<file path="src/rtl/cpu_bus_master.sv">
`default_nettype none
// ============================================================================
// Module : cpu_bus_master
// Brief  : Host-side initiator for the CPU register bus. Turns single/burst
//          commands into timed WR/RD strobes and streams read data back.
// Rev    : 1.0  initial release
// ============================================================================
module cpu_bus_master #(
    parameter int RD_LAT   = 1,
    parameter int ADR_STEP = 1
) (
    input  logic        CLK,
    input  logic        RESET,
    input  logic        CMD_VALID,
    output logic        CMD_READY,
    input  logic        CMD_WRITE,
    input  logic [17:0] CMD_ADR,
    input  logic [7:0]  CMD_LEN,
    input  logic        WD_VALID,
    output logic        WD_READY,
    input  logic [31:0] WD_DATA,
    output logic        RD_VALID,
    input  logic        RD_READY,
    output logic [31:0] RD_DATA,
    output logic        RD_LAST,
    output logic        WR,
    output logic        RD,
    output logic [17:0] ADR,
    output logic [31:0] WDATA,
    input  logic [31:0] RDATA,
    output logic        BUSY,
    output logic        DONE
);

    typedef enum logic [2:0] {
        S_IDLE     = 3'd0,
        S_WRITE    = 3'd1,
        S_RD_ISSUE = 3'd2,
        S_RD_WAIT  = 3'd3,
        S_RD_HOLD  = 3'd4,
        S_FINISH   = 3'd5
    } state_t;

    localparam logic [17:0] c_adr_step = 18'(ADR_STEP);
    localparam logic [2:0]  c_rd_lat   = 3'(RD_LAT);

    state_t      r_state;
    logic        r_cmd_ready;
    logic [17:0] r_cur_adr;
    logic [7:0]  r_beats;
    logic [2:0]  r_lat_cnt;
    logic        r_wr;
    logic        r_rd;
    logic [17:0] r_adr;
    logic [31:0] r_wdata;
    logic        r_rd_valid;
    logic [31:0] r_rd_data;
    logic        r_rd_last;
    logic        r_done;

    always_ff @(posedge CLK) begin
        if (RESET) begin
            r_state     <= S_IDLE;
            r_cmd_ready <= 1'b1;
            r_cur_adr   <= '0;
            r_beats     <= '0;
            r_lat_cnt   <= '0;
            r_wr        <= 1'b0;
            r_rd        <= 1'b0;
            r_adr       <= '0;
            r_wdata     <= '0;
            r_rd_valid  <= 1'b0;
            r_rd_data   <= '0;
            r_rd_last   <= 1'b0;
            r_done      <= 1'b0;
        end else begin
            // Strobes are single-cycle pulses unless a state re-asserts them
            r_wr   <= 1'b0;
            r_rd   <= 1'b0;
            r_done <= 1'b0;
            case (r_state)
                S_IDLE: begin
                    if (CMD_VALID && r_cmd_ready) begin
                        r_cur_adr   <= CMD_ADR;
                        r_beats     <= CMD_LEN;
                        r_cmd_ready <= 1'b0;
                        r_state     <= CMD_WRITE ? S_WRITE : S_RD_ISSUE;
                    end else begin
                        r_cmd_ready <= 1'b1;
                    end
                end
                S_WRITE: begin
                    if (WD_VALID) begin
                        r_wr      <= 1'b1;
                        r_adr     <= r_cur_adr;
                        r_wdata   <= WD_DATA;
                        r_cur_adr <= r_cur_adr + c_adr_step;
                        r_beats   <= r_beats - 8'd1;
                        if (r_beats == 8'd0) begin
                            r_state <= S_FINISH;
                        end
                    end
                end
                S_RD_ISSUE: begin
                    r_rd      <= 1'b1;
                    r_adr     <= r_cur_adr;
                    r_lat_cnt <= c_rd_lat;
                    r_state   <= S_RD_WAIT;
                end
                S_RD_WAIT: begin
                    // Counter hits zero in the cycle RDATA is valid (RD_LAT after the RD cycle)
                    if (r_lat_cnt == 3'd0) begin
                        r_rd_data  <= RDATA;
                        r_rd_valid <= 1'b1;
                        r_rd_last  <= (r_beats == 8'd0);
                        r_state    <= S_RD_HOLD;
                    end else begin
                        r_lat_cnt <= r_lat_cnt - 3'd1;
                    end
                end
                S_RD_HOLD: begin
                    if (RD_READY) begin
                        r_rd_valid <= 1'b0;
                        r_rd_last  <= 1'b0;
                        if (r_beats == 8'd0) begin
                            r_state <= S_FINISH;
                        end else begin
                            r_cur_adr <= r_cur_adr + c_adr_step;
                            r_beats   <= r_beats - 8'd1;
                            r_state   <= S_RD_ISSUE;
                        end
                    end
                end
                S_FINISH: begin
                    r_done  <= 1'b1;
                    r_state <= S_IDLE;
                end
                default: begin
                    r_state <= S_IDLE;
                end
            endcase
        end
    end

    assign CMD_READY = r_cmd_ready;
    assign WD_READY  = (r_state == S_WRITE) && !RESET;
    assign RD_VALID  = r_rd_valid;
    assign RD_DATA   = r_rd_data;
    assign RD_LAST   = r_rd_last;
    assign WR        = r_wr;
    assign RD        = r_rd;
    assign ADR       = r_adr;
    assign WDATA     = r_wdata;
    assign BUSY      = (r_state != S_IDLE);
    assign DONE      = r_done;

endmodule
`default_nettype wire

</file>
<file path="config.mk">
export PLATFORM = sky130hd
export DESIGN_NAME = cpu_bus_master
export DESIGN_NICKNAME = d
export VERILOG_FILES = /design/src/rtl/cpu_bus_master.sv
export SDC_FILE = /design/constraint.sdc
export NUM_CORES = 1
export LEC_CHECK = 0
export CAP_MARGIN = 20
export CORE_AREA = 2 2 120 122
export DETAILED_ROUTE_END_ITERATION = 6
export DIE_AREA = 0 0 122 124
export PLACE_DENSITY = 0.78
export SLEW_MARGIN = 15
export SYNTH_ARGS = -nofsm -noshare
export SYNTH_HDL_FRONTEND = slang
export SYNTH_SLANG_ARGS = --single-unit
export TNS_END_PERCENT = 50
</file>
<file path="constraint.sdc">
create_clock -name CLK -period 3.8 [get_ports CLK]
set_input_delay 0.76 -clock CLK [delete_from_list [all_inputs] [get_ports CLK]]
set_output_delay 0.76 -clock CLK [all_outputs]
set_load 0.02 [all_outputs]
</file>
Word-level counts from Yosys, hierarchy flattened:

Cells that the tools add are included.

* register bits: 120
* output and inout port bits: 90
* logic and storage cells: 79
* input port bits: 96

* reduce and logical (&&, ||, !) cells: 19
* add/sub/neg operators: 3
* bitwise gates (word level): 1
* equal/unequal tests: 12
* mux-type cells: 31

Operator list (number)
* $mux 18: 5
* $pmux 18 s3: 1
* $pmux 18 s2: 1
* $mux 8: 4
* $pmux 8 s3: 1
* $mux 3: 7
* $add 18x1->18 const B: 1
* $pmux 3 s5: 1
* $ne 2x2->1 const B: 7
* $reduce_and 5->1: 2
* $logic_not 8->1: 1
* $reduce_and 2->1: 4
* $sub 8x1->8 const B: 1
* $mux 1: 7
* $eq 3x2->1 const B: 2
* $eq 3x3->1 const B: 2
* $logic_not 3->1: 2
* $pmux 3 s2: 1
* $reduce_bool 2->1: 3
* $reduce_bool 3->1: 2
* $pmux 1 s2: 2
* $eq 3x1->1 const B: 1
* $reduce_and 3->1: 1
* $sub 3x1->3 const B: 1
* other kinds (5): 6

Logic depth before layout (Yosys ltp):

Gate-level depths: netlist of the first run.

* depth in word-level cells: 4
* depth in mapped cells: 8
* depth with buffers taken out: 7

Least setup slack after synthesis of the first run:

Ideal clock, no wire load.

* kind: input port to output port
* start: input RESET
* end: output WD_READY
* stages on the path: 4
* data arrival time: 1.696 ns
* buffers on the path: 3
* data required time: 3.040 ns
* path slack: 1.344 ns
* cell sequence: clkbuf_1 > clkbuf_1 > clkbuf_1 > nor2_1

* word-level cells in the longest chain between the ends: 2

Ends and longest elaborated chain
* start: declaration: RTL line 13 `input logic RESET,`
* $logic_not 1->1: RTL line 146 `assign WD_READY = (r_state == S_WRITE) && !RESET;`
* $logic_and 1x1->1: RTL line 146
* end: declaration: RTL line 20 `output logic WD_READY,`

No other way between the ends.

Worst setup path in the final report of the first run:

* start: register r_state[2]
* end: output WD_READY

* word-level cells in the longest chain between the ends: 2

Ends and longest elaborated chain
* start: declaration: RTL line 47 `state_t r_state;`
* start signal: assignment: RTL line 87 `r_state <= CMD_WRITE ? S_WRITE : S_RD_ISSUE;`
* $eq 3x1->1: RTL line 146
* $logic_and 1x1->1: RTL line 146

No other way between the ends.

==> results.py, run 1 <==
metrics = {
    "status": {
        "outcome": "finished clean",
    },
    "pwr": {
        "ir_drop_mv": 0.338,
        "p_leak_nw": 2.69,
        "total_power_mw": 5.58,
        "p_per_area_nw_per_um2": 709,
    },
    "logic_synthesis": {
        "synth_async_sr_flop_share_pct": 0,
        "synth-edff-count": 0,
        "yosys.area.top_type_share_pct": 44.4,
        "yosys-top-cells-count": "149 x nand2_1, 120 x dfxtp_1, 79 x a21oi_1",
        "synth.most_common_cell": "nand2_1",
        "yosys_register_bits": 120,
        "synth_nets": 747,
        "ys.flop_type": "dfxtp_1",
        "synth_top_area_cell": "dfxtp_1",
        "synth_cells": 646,
        "netlist_area_sq_um": 5410,
        "syn_avg_cell_area_sq_um": 8.38,
        "ys_top_cells_by_area": "dfxtp_1 44%, nand2_1 10%, a21oi_1 7.3%",
        "yosys_warnings": 0,
        "seq_area_frac_synth_pct": 44.4,
        "synth_cell_types": 68,
    },
    "placed_design": {
        "port_buffers": 185,
        "gp_congestion": 0.939,
        "place_hpwl_mm": 10.8,
    },
    "floorplan": {
        "rows": 43,
        "core_region_area_sq_um": 13700,
        "initial_utilization_pct": 39.5,
        "ioPinCount": 186,
        "die_h_um": 124,
        "die_area_sq_um": 15100,
        "die_x_um": 122,
    },
    "cts": {
        "root_buffer": "clkbuf_16",
        "cts_tree": "done",
        "clk_latency_ns": 0.42,
        "cts_max_path_buffers": 2,
        "htreeDepth": 4,
        "cts_resized": 0,
        "cts_buffers": 17,
        "cts_setup_buffers": 0,
        "cts_hold_buf": 0,
        "clkSinkCount": 120,
        "path_clk_slew_ns": 0.06,
    },
    "final_layout": {
        "area_delta_synth_final_pct": 45.4,
        "nets": 907,
        "fillCellCount": 1216,
        "diodes": 0,
        "drive_gt1_share_pct": 7.81,
    },
    "worst_setup_path": {
        "cp.required_ns": 3.04,
        "critPathTopFamily": "simple AND/OR/NAND/NOR gates",
        "path_class": "register to output port",
        "path_depth": 3,
        "slowest_delay_ns": 0.66,
        "r2r_cells": 4,
        "endpoint_kind": "output port",
        "worst-endpoint-arrival_ns": 2.34,
        "crit_fanout": 17,
        "crit_chain": "or3b_2 -> nor2_1 -> clkdlybuf4s50_1",
        "path_buf_inv": 1,
        "startpoint_type": "register",
        "slowest_stage": "clkdlybuf4s50_1",
    },
    "route": {
        "vias_per_cell": 5.36,
        "num_vias": 5354,
        "detail-route-antenna-nets": 0,
        "drt_iter0_drc": 420,
        "first_pass_iters": 5,
        "wl_per_cell_um": 16.0,
        "drc_errors": 0,
        "drt-total-wl_mm": 15.9,
    },
    "timing": {
        "worst_pin_slew_ns": 0.895,
        "relSlewSlack_pct": 40.2,
        "grt_setup_unrepaired": "no",
        "finalSetupViolCount": 0,
        "post-route-period-util_pct": 81.6,
        "hold_violations": 0,
        "clock_skew_ns": 0.00846,
        "timing.setup.tns_ns": 0,
        "timing.final.crit_period_ns": 3.10,
        "max_freq_mhz": 323,
        "timing.final.max_slew_violations": 0,
    },
    "grt": {
        "antenna_found_initial": 0,
        "grt_max_degree": 61,
        "grt_pass1_vias": 4832,
        "overflow": 0,
        "grt_usage_pct": 20.7,
        "grt_pass1_wl_mm": 24.7,
    },
    "hold_path": {
        "hp-class": "register to register",
        "worstHoldPathCells": 2,
    },
    "job": {
        "max_cap_violations": 0,
    },
}
[sequential cells by signal (all words and copies together), names as in the netlist]
name	cells
RD_DATA	32
WDATA	32
r_lat_cnt	3
RD	1
CMD_READY	1
r_beats	8
ADR	18
r_cur_adr	18
RD_VALID	1
r_state	3
WR	1
DONE	1
RD_LAST	1
[worst reg2reg max path, cell delays in order (launching register included)]
cell and delay (ns):
dfxtp_1 0.80, a211oi_2 0.23, a221o_2 0.60, nor2_2 0.57, a311oi_2 0.18
[path summary, 6_finish.rpt]
path	end	slack, ns	startpoint
max	WD_READY	0.70	r_state[2]
min	WDATA[6]	0.45	WDATA[6]
max reg2reg	r_cur_adr[0]	1.28	r_state[2]
min reg2reg	WDATA[6]	0.45	WDATA[6]
[layer usage]
layer | global-route usage [%] | vias to the layer above | part of all wire [%] | wire [um]
li1 | - | 2631 | - | -
met4 | 10.8 | 0 | 2.7 | 425
met5 | 0 | - | 0 | 0
met1 | 26.7 | 2479 | 42 | 6740
met3 | 4.76 | 32 | 6.6 | 1060
met2 | 32.2 | 212 | 48 | 7710
[stage by stage]
step           hold slack, ns  std cells  setup WS [ns]  util [%]  cell area [sq um]
5_1_grt                 0.467        999          0.621      57.4               7870
2_1_floorplan           0.438        646           1.34         -               5410
3_3_place_gp            0.441        967          0.951      53.2               7300
6_report                0.451        999          0.699      57.4               7870
4_1_cts                 0.453        999          0.698      57.4               7870
3_5_place_dp            0.446        967          0.929      53.2               7300
[cells by family after synthesis]
| kind of cell | count (synthesis) | synth area share, % |
|---|---|---|
| buffers and inverters | 73 | 6.45 |
| AOI/OAI and AO/OA | 173 | 21.6 |
| DFF | 120 | 44.4 |
| xor gates and xnor gates | 2 | 0.670 |
| muxes | 22 | 4.09 |
| adders and majority gates | 5 | 1.16 |
| and+or+nand+nor | 251 | 21.7 |
[layout make-up]
cell class                 count  area (sq um)  area share (%)
clock inverter                13           120            1.53
inverter                      17          63.8           0.811
clock buffer                  19           453            5.76
timing repair buffer         197          1940            24.6
sequential                   120          2400            30.5
tap                          180           225            2.86
multi-input combinational    453          2670            33.9
[report_power, final]
group          switching (mW)  internal, mW  total [mW]
clock network           0.601         0.938        1.54
registers               0.270          1.49        1.76
logic                    1.31         0.978        2.29
total                    2.18          3.40        5.58
[cells in the final DEF, fill, tap and decap left out, types with 6 or more instances in the layout]
cell type | Yosys | final
o32ai_1 | 9 | 9
o31a_1 | 6 | 6
nand2_1 | 149 | 149
clkbuf_16 | 0 | 17
buf_4 | 4 | 13
nor2b_1 | 6 | 6
nor3_1 | 6 | 6
nand3_1 | 12 | 12
clkdlybuf4s50_1 | 0 | 184
dfxtp_1 | 120 | 120
a21oi_1 | 79 | 78
and3_1 | 7 | 7
mux2i_1 | 21 | 21
o21ai_0 | 16 | 16
nand4_1 | 10 | 10
a211oi_1 | 13 | 13
nor4_1 | 6 | 6
inv_1 | 16 | 16
nor2_1 | 30 | 30
No activity file was read; power rests on OpenSTA's default activity.
==> inputs of run 2 (changes only) <==
PLACE_DENSITY = 0.81   (was 0.78)
clock period = 2.7 ns   (was 3.8 ns; I/O delays follow)
==> run 2 against run 1 <==
Compared with the run above: clock power up 40%; critical endpoint unchanged; highest routed layer unchanged; via count up 0.58%; final area up 0.95%; largest cell class unchanged; power up 43%; critical path depth unchanged; utilization up 0.55 points; sequential share of layout area down 0.29 points; sequential power up 39%.
==> results.py, run 2 (synthesis gave the netlist of run 1 again) <==
metrics = {
    "status": {
        "outcome": "finished clean",
    },
    "timing": {
        "timing.final.max_slew_violations": 0,
        "relSlewSlack_pct": 59.6,
        "timing.final.crit_period_ns": 2.54,
        "worst_pin_slew_ns": 0.600,
        "finalSetupViolCount": 0,
        "clock_skew_ns": 0.00698,
        "post-route-period-util_pct": 93.9,
        "grt_setup_unrepaired": "no",
        "timing.setup.tns_ns": 0,
        "hold_violations": 0,
        "max_freq_mhz": 394,
    },
    "cts": {
        "cts_hold_buf": 0,
        "path_clk_slew_ns": 0.06,
        "cts_setup_buffers": 0,
        "htreeDepth": 4,
        "cts_buffers": 17,
        "clk_latency_ns": 0.41,
        "cts_max_path_buffers": 2,
        "cts_tree": "done",
        "clkSinkCount": 120,
        "cts_resized": 0,
        "root_buffer": "clkbuf_16",
    },
    "placed_design": {
        "port_buffers": 185,
        "place_hpwl_mm": 10.9,
        "gp_congestion": 0.865,
    },
    "worst_setup_path": {
        "crit_chain": "or3b_2 -> nor2_1 -> clkdlybuf4s50_1",
        "r2r_cells": 5,
        "startpoint_type": "register",
        "crit_fanout": 2,
        "startpoint": "r_state[2]",
        "endpoint_kind": "output port",
        "path_class": "register to output port",
        "slowest_stage": "clkdlybuf4s50_1",
        "reg2reg_from": "r_cur_adr[0]",
        "slowest_delay_ns": 0.63,
        "worst-endpoint-arrival_ns": 2.00,
        "cp.required_ns": 2.16,
    },
    "route": {
        "first_pass_iters": 5,
        "detail-route-antenna-nets": 0,
        "wl_met2_mm": 7.80,
        "drc_errors": 0,
        "drt_iter0_drc": 436,
        "top_layer": "met4",
        "wl_per_cell_um": 16.0,
        "num_vias": 5385,
        "drt-total-wl_mm": 16.1,
        "vias_per_cell": 5.35,
        "met1_length_mm": 6.74,
        "wl_met3_mm": 1.16,
    },
    "floorplan": {
        "rows": 43,
        "initial_utilization_pct": 39.5,
        "ioPinCount": 186,
        "die_x_um": 122,
        "core_region_area_sq_um": 13700,
        "die_area_sq_um": 15100,
        "die_h_um": 124,
    },
    "final_layout": {
        "final_cell_mix": "184 x clkdlybuf4s50_1, 149 x nand2_1, 120 x dfxtp_1",
        "nets": 915,
        "mostFrequentLayoutCell": "clkdlybuf4s50_1",
        "drive_gt1_share_pct": 8.71,
        "diodes": 0,
        "area_delta_synth_final_pct": 46.8,
    },
    "pwr": {
        "total_power_mw": 7.98,
        "ir_drop_mv": 0.494,
        "p_per_area_nw_per_um2": 1000,
        "p_leak_nw": 2.73,
    },
    "grt": {
        "overflow": 0,
        "grt_usage_pct": 20.8,
        "antenna_found_initial": 0,
        "grt_pass1_wl_mm": 24.8,
        "grt_max_degree": 116,
        "grt_pass1_vias": 4954,
    },
    "hold_path": {
        "hold_path.startpoint": "RD_DATA[25]",
        "hp-class": "register to register",
        "worstHoldPathCells": 2,
    },
    "job": {
        "max_cap_violations": 0,
    },
}
==> run 2: cell types whose count changed in the layout (fill, tap and decap cells not counted) <==
cell and delta:
clkinvlp_4 +1, inv_6 -1, clkinv_2 -1, buf_4 +7
clkinv_4 +1, buf_12 +1
==> run 2: cell type report <==
type                            instances  area (sq um)
Clock buffer                           19           453
Fill cell                            1196          5780
Multi-Input combinational cell        453          2670
Tap cell                              180           225
Inverter                               17          63.8
Timing Repair Buffer                  205          2010
Clock inverter                         13           123
Sequential cell                       120          2400
==> run 2: layer usage <==
| layer | vias up | GRT usage, % |
|---|---|---|
| met4 | 0 | 9.84 |
| met2 | 224 | 33.6 |
| met1 | 2485 | 25.5 |
| li1 | 2643 | - |
| met3 | 33 | 6.27 |
| met5 | - | 0 |
==> run 2: where the power goes <==
group	switching (mW)	internal, mW
sequential	0.354	2.09
clock	0.831	1.32
combinational	1.92	1.46
total	3.10	4.88
==> run 2: path summary, 6_finish.rpt <==
kind / endpoint / slack, ns
setup / recovery: WD_READY / 0.16
hold / removal: RD_DATA[25] / 0.45
setup reg to reg: r_cur_adr[16] / 0.61
hold reg to reg: RD_DATA[25] / 0.45
==> run 2: per-stage QoR <==
step	hold WS, ns	cell area [sq um]	util, %	worst slack (ns)	cells
2_1_floorplan	0.438	5410	-	0.684	646
3_3_place_gp	0.441	7370	53.7	0.312	975
3_5_place_dp	0.445	7370	53.7	0.301	975
4_1_cts	0.453	7940	57.9	0.0977	1007
5_1_grt	0.467	7940	57.9	0.0347	1007
6_report	0.451	7940	57.9	0.165	1007
==> run 2: critical path, delay by kind of cell, from the launching register on <==
family / cells / cell delay (ns)
and+or+nand+nor: 2 / 0.65
buffers and inverters: 1 / 0.63
DFF: 1 / 0.31
